[src/rtl/fp_double.sv]
// Shared IEEE-754 binary64 definitions: operand type and exponent field constants.
package fp_double;
  typedef logic [63:0] double;
  localparam int unsigned BIAS     = 1023;
  localparam logic [10:0] EXP_ONES = 11'd2047;
endpackage

[src/rtl/from_double.sv]
// Serial binary64 -> signed fixed-point converter: shifts the significand one place per
// cycle, rounds to nearest (ties away from zero) and saturates out-of-range values.
// Handshake: an operand moves when in_valid && in_ready; a result moves when out_valid && out_ready.
module from_double
  import fp_double::*;
#(
  parameter int N_BITS_INT  = 32,
  parameter int N_BITS_FRAC = 16
) (
  input  logic                                  clk,
  input  logic                                  rst,
  input  logic                                  in_valid,
  output logic                                  in_ready,
  input  double                                 in_num,
  output logic                                  out_valid,
  input  logic                                  out_ready,
  output logic signed [N_BITS_INT+N_BITS_FRAC-1:0] out_num,
  output logic                                  overflow,
  output logic                                  invalid,
  output logic [1:0]                            state_dbg
);
  localparam int W      = N_BITS_INT + N_BITS_FRAC;
  localparam int WR     = ((W > 53) ? W : 53) + 2;
  localparam logic signed [15:0] FRAC_S = 16'(N_BITS_FRAC);
  localparam logic signed [15:0] SAT_E  = 16'(N_BITS_INT - 1);
  localparam logic [WR-1:0] POS_LIM = WR'(1) << (W - 1);
  localparam logic [W-1:0]  SAT_POS = {1'b0, {(W-1){1'b1}}};
  localparam logic [W-1:0]  SAT_NEG = {1'b1, {(W-1){1'b0}}};

  typedef enum logic [1:0] {IDLE, SHIFT, ROUND, DONE} state_t;

  state_t          state, state_nxt;
  logic [5:0]      cnt;
  logic [WR-1:0]   mag;
  logic            guard, sign_q, shl, shr;

  logic [10:0]        exp_f;
  logic [51:0]        man_f;
  logic signed [15:0] e_unb, sh;
  logic [15:0]        sh_abs;
  logic [5:0]         cnt_load;
  logic               is_zero, is_nan, is_sat, special;
  logic [WR-1:0]      rnd;

  // Operand decode, only consumed on the accepting edge.
  always_comb begin
    exp_f    = in_num[62:52];
    man_f    = in_num[51:0];
    e_unb    = $signed({5'b0, exp_f}) - $signed(16'(BIAS));
    sh       = e_unb + FRAC_S - 16'sd52;
    sh_abs   = sh[15] ? 16'(-sh) : 16'(sh);
    cnt_load = (sh_abs == 16'd0) ? 6'd1 : (sh_abs > 16'd55) ? 6'd55 : 6'(sh_abs);
    is_zero  = (exp_f == 11'd0);
    is_nan   = (exp_f == EXP_ONES) && (man_f != 52'd0);
    is_sat   = !is_zero && !is_nan && ((exp_f == EXP_ONES) || (e_unb >= SAT_E));
    special  = is_zero || is_nan || is_sat;
    rnd      = mag + {{(WR-1){1'b0}}, guard};
  end

  always_comb begin
    state_nxt = state;
    case (state)
      IDLE:  if (in_valid) state_nxt = special ? DONE : SHIFT;
      SHIFT: if (cnt == 6'd1) state_nxt = ROUND;
      ROUND: state_nxt = DONE;
      DONE:  if (out_ready) state_nxt = IDLE;
      default: state_nxt = IDLE;
    endcase
  end

  always_ff @(posedge clk or negedge rst) begin
    if (!rst) state <= IDLE;
    else      state <= state_nxt;
  end

  always_ff @(posedge clk or negedge rst) begin
    if (!rst) begin
      cnt      <= '0;
      mag      <= '0;
      guard    <= 1'b0;
      sign_q   <= 1'b0;
      shl      <= 1'b0;
      shr      <= 1'b0;
      out_num  <= '0;
      overflow <= 1'b0;
      invalid  <= 1'b0;
    end else begin
      case (state)
        IDLE: if (in_valid) begin
          sign_q   <= in_num[63];
          guard    <= 1'b0;
          cnt      <= cnt_load;
          shl      <= !sh[15] && (sh != 16'sd0);
          shr      <= sh[15];
          mag      <= WR'({1'b1, man_f});
          out_num  <= is_sat ? (in_num[63] ? SAT_NEG : SAT_POS) : '0;
          overflow <= is_sat;
          invalid  <= is_nan;
        end
        SHIFT: begin
          // Right shifts keep only the most recent bit dropped as the guard.
          if (shl)      mag <= mag << 1;
          else if (shr) {mag, guard} <= {1'b0, mag};
          cnt <= cnt - 6'd1;
        end
        ROUND: begin
          if (!sign_q && (rnd >= POS_LIM)) begin
            out_num  <= SAT_POS;
            overflow <= 1'b1;
          end else begin
            out_num <= sign_q ? -$signed(rnd[W-1:0]) : $signed(rnd[W-1:0]);
          end
        end
        DONE: if (out_ready) begin
          out_num  <= '0;
          overflow <= 1'b0;
          invalid  <= 1'b0;
        end
        default: ;
      endcase
    end
  end

  assign in_ready  = (state == IDLE);
  assign out_valid = (state == DONE);
  assign state_dbg = state;
endmodule

[config.mk]
export PLATFORM = sky130hd
export DESIGN_NAME = from_double
export DESIGN_NICKNAME = d
export VERILOG_FILES = /design/src/rtl/fp_double.sv /design/src/rtl/from_double.sv
export SDC_FILE = /design/constraint.sdc
export NUM_CORES = 1
export LEC_CHECK = 0
export ABC_AREA = 1
export CORE_AREA = 2 2 136 138
export DETAILED_ROUTE_END_ITERATION = 16
export DIE_AREA = 0 0 138 140
export PLACE_DENSITY = 0.86
export SLEW_MARGIN = 20
export SYNTH_ARGS = -nofsm -noshare
export SYNTH_HDL_FRONTEND = slang
export SYNTH_SLANG_ARGS = --single-unit
[constraint.sdc]
create_clock -name clk -period 2.93 [get_ports clk]
set_input_delay 0.879 -clock clk [delete_from_list [all_inputs] [get_ports clk]]
set_output_delay 0.879 -clock clk [all_outputs]
set_load 0.1 [all_outputs]
==> flow_summary.ini, run 1 <==
[clocking]
cts_tree = built
clk-insertion-delay-late_ns = 0.44
clock_path_buffers = 2
tritoncts_num_sinks = 117
clkTransAtPathRegs_ns = 0.06
h-tree-depth = 4
cts_buffers = 17
post_cts_hold_fix_bufs = 0
cts_root_buf = clkbuf_16

[floorplan]
pin_count = 122
core-area_sq_mm = 0.0178
initial_core_util_pct = 57.5
die-area_sq_mm = 0.0193
die-height_microns = 140
die-width_microns = 138
row_count = 49

[yosys]
netlist_top_cells_area = dfrtp_1, nand2_1, o21ai_0
synthXorXnorAreaFrac_pct = 3.86
yosys.area_share.adder_pct = 1.96
post_synth_simple_gate_area_pct = 36.8
synth.top_cell.area_share_pct = 28.6
synth_seq_area_share_pct = 28.6
synthesis.yosys.warnings = 0
syn-num-nets = 1703
synth_top_cell_by_area = dfrtp_1
netlist_area_sq_mm = 0.0102
synth_seq_cells = 117
post_synth_num_cell_types = 48
synthCells = 1619
synth_compound_area_share_pct = 19.1
yosys-mux-area-fraction_pct = 0.110
syn-mean-instance-area_sq_um = 6.31
synth_top_family_by_area = simple AND/OR/NAND/NOR gates

[cells_and_area]
final_cell_area_sq_mm = 0.0138
num-fill-cells = 1372
finalNetCount = 1958
finalCoreUtilization_pct = 77.5
instances_no_fill = 2116
antenna_cells_inserted = 0
proportion_of_layout_cells_with_a_drive_suffix_above_1_pct = 24.3
flow.area_growth_from_synthesis_pct = 34.8

[setup_path]
worst_path_largest_cell_delay_ns = 0.40
critical_path.max_fanout = 4
cp-start-kind = register
regToRegEndpoint = out_num[47]$_DFFE_PN0P_
cp_data_required_time_ns = 3.27
timing.critical_path.from = mag[0]$_DFFE_PN0P_
cp_num_buf_inv = 2
path_common_cell = nand2_1
rr_worst_depth = 18
crit_path_end_kind = register
critical_path.slowest_cell = dfrtp_1
setup.worst_path.class = register to register
top_family_by_delay_on_critical_path = simple AND/OR/NAND/NOR gates
cp_cell_sequence = ha_4, ha_4, nand2_1, nor2_4, nand2_2, nor2_4, buf_4, nand3b_1, xor2_1, buf_4, nand2_1, nor2_2, nand2_1, nor2_1, nand3_1, nand3b_1, nand3_1, a21boi_1
reg2reg_setup_slack_ns = 0.02
critical_path_arrival_ns = 3.24
regToRegStartpoint = mag[0]$_DFFE_PN0P_

[global_routing]
gr-usage-all-layers_pct = 35.9
grt_first_pass_wirelength_microns = 56600
grt_max_degree = 102
grt_overflow_total = 0
antenna_found_initial = 0
first_global_vias = 11100

[sta]
hold_viol_final = 0
grt_setup_unrepaired = yes
endpoints_failing_setup = 0
period_share_pct = 99.2
clock.fmax_mhz = 344
relSlewSlack_pct = 40.9
holdWs_ns = 0.259
timing_max_transition_violations_final = 0
finClkSkew_ns = 0.0136
post-route-min-period_ns = 2.91
setup_slack_ns = 0.0223
worst_slew_pin_slew_ns = 0.886

[placement]
dp_hpwl_microns = 27000
gp_routability_congestion = 1.04
post-place-cells = 2068
dp_worst_setup_slack_ns = -0.615
place.port_buffers = 121
place_area_sq_mm = 0.0126

[routing]
vias = 12400
final_routed_wirelength_microns = 36800
detail_route.vias_per_cell = 5.84
detailedRoute.firstIterationViolations = 1553
drt-pass1-iter-count = 8
remaining_drc_errors = 0
routed_length_per_instance_microns = 17.4
ant_nets = 0

[outcome]
run_status = finished, final reports clean

[hold_path]
min-delay-path-class = input port to async pin

[job]
cap_violations = 0

[power_and_ir_drop]
power_leakage_uw = 0.00641
power.ir.vdd_worst_v = 0.00151
power_density_mw_per_mm2 = 1280
==> cells by family after synthesis <==
logic type               Yosys count
AND/OR/NAND/NOR                  859
flip-flops                       117
multiplexers                       1
XOR/XNOR                          45
buffers and inverters            247
AO/OA/AOI/OAI                    334
adder cells (fa/ha/maj)           16
==> power by group <==
group / total [uW] / leakage [uW] / switching, uW / internal [uW]
combinational: 11900 / 0.00476 / 8310 / 3600
sequential: 3460 / 0.00136 / 959 / 2500
clock: 2250 / 0.000296 / 890 / 1360
==> cells in the final DEF, fill, tap and decap left out, drive strengths merged, types with 23 or more instances in the layout <==
cell           count
clkdlybuf4s50     59
nand3             96
nand4             42
xor2              42
a21oi             84
a31oi             29
inv              194
buf              229
nand2            462
o21ai            165
or2               23
dfrtp            117
nor2             211
==> cell type report <==
| class | instances | area (sq um) | share of cell area, % |
|---|---|---|---|
| Tap cell | 229 | 287 | 2.08 |
| Timing Repair Buffer | 295 | 2430 | 17.7 |
| Clock inverter | 15 | 189 | 1.37 |
| Multi-Input combinational cell | 1255 | 6790 | 49.3 |
| Sequential cell | 117 | 2940 | 21.4 |
| Inverter | 188 | 711 | 5.16 |
| Clock buffer | 17 | 425 | 3.09 |
==> metal layers <==
layer | GRT usage, % | vias up | routed length [microns]
li1 | - | 5785 | -
met2 | 55.8 | 722 | 16500
met1 | 51.6 | 5736 | 15300
met5 | 0 | - | 0
met4 | 11.0 | 0 | 1150
met3 | 5.71 | 115 | 3820
==> registers in the layout, indices dropped and copies added, names as in the netlist <==
register / cells
cnt: 6
guard: 1
invalid: 1
mag: 55
out_num: 48
overflow: 1
shl: 1
shr: 1
sign_q: 1
state_dbg: 2
==> worst reg2reg max path, cell delays in order (launching register included) <==
cell and delay (ns):
dfrtp_1 0.40, ha_4 0.19, ha_4 0.16, nand2_1 0.10, nor2_4 0.16, nand2_2 0.09, nor2_4 0.17, buf_4 0.15
nand3b_1 0.09, xor2_1 0.16, buf_4 0.15, nand2_1 0.09, nor2_2 0.13, nand2_1 0.06, nor2_1 0.13, nand3_1 0.14
nand3b_1 0.13, nand3_1 0.10, a21boi_1 0.21
==> worst max-delay path by stage <==
stage                                    to  cells after the start  slack, ns
finish              out_num[47]$_DFFE_PN0P_                     18       0.02
CTS                 out_num[40]$_DFFE_PN0P_                     17       0.02
global placement         cnt[2]$_DFFE_PN0P_                     17      -0.53
floorplan                mag[1]$_DFFE_PN0P_                      9       0.02
global route        out_num[10]$_DFFE_PN0P_                     17      -0.13
detailed placement       cnt[0]$_DFFE_PN0P_                     13      -0.62
==> what timing repair did <==
| action | CTS | global route |
|---|---|---|
| setup endpoints to repair | 54 | 54 |
| pin swaps | 12 | 30 |
| setup buffers | 3 | 13 |
| gates resized for setup | 37 | 94 |
==> synthesized netlist by cell type, drive strengths merged <==
cell type  number
nand2         462
nor2          211
inv           186
o21ai         165
dfrtp         117
nand3          96
a21oi          84
nand4          42
xor2           42
clkbuf         35
a31oi          29
buf            24
or2            23
a21boi         21
o22ai          17
ha             16
nor3            9
nand3b          8
nor4            7
a2bb2oi         6
o21a            4
o31ai           4
xnor2           3
clkinv          2
a22oi           1
a41oi           1
and2            1
mux2            1
o2111ai         1
o221ai          1
==> per-stage QoR <==
| step | TNS [ns] | power (uW) |
|---|---|---|
| final | 0 | 17600 |
| after global routing | -0.991 | 18500 |
| after CTS | 0 | 16900 |
| after detailed placement | -28.32 | 14500 |
| after global placement | -25.05 | 14100 |
| after floorplan | 0 | 11300 |
No activity file was read; power rests on OpenSTA's default activity.
==> run 2, diff against run 1 <==
Settings changed: CAP_MARGIN from default to 20.
==> results of run 2 <==
Final layout, timing and power as in run 1 (identical DEF).
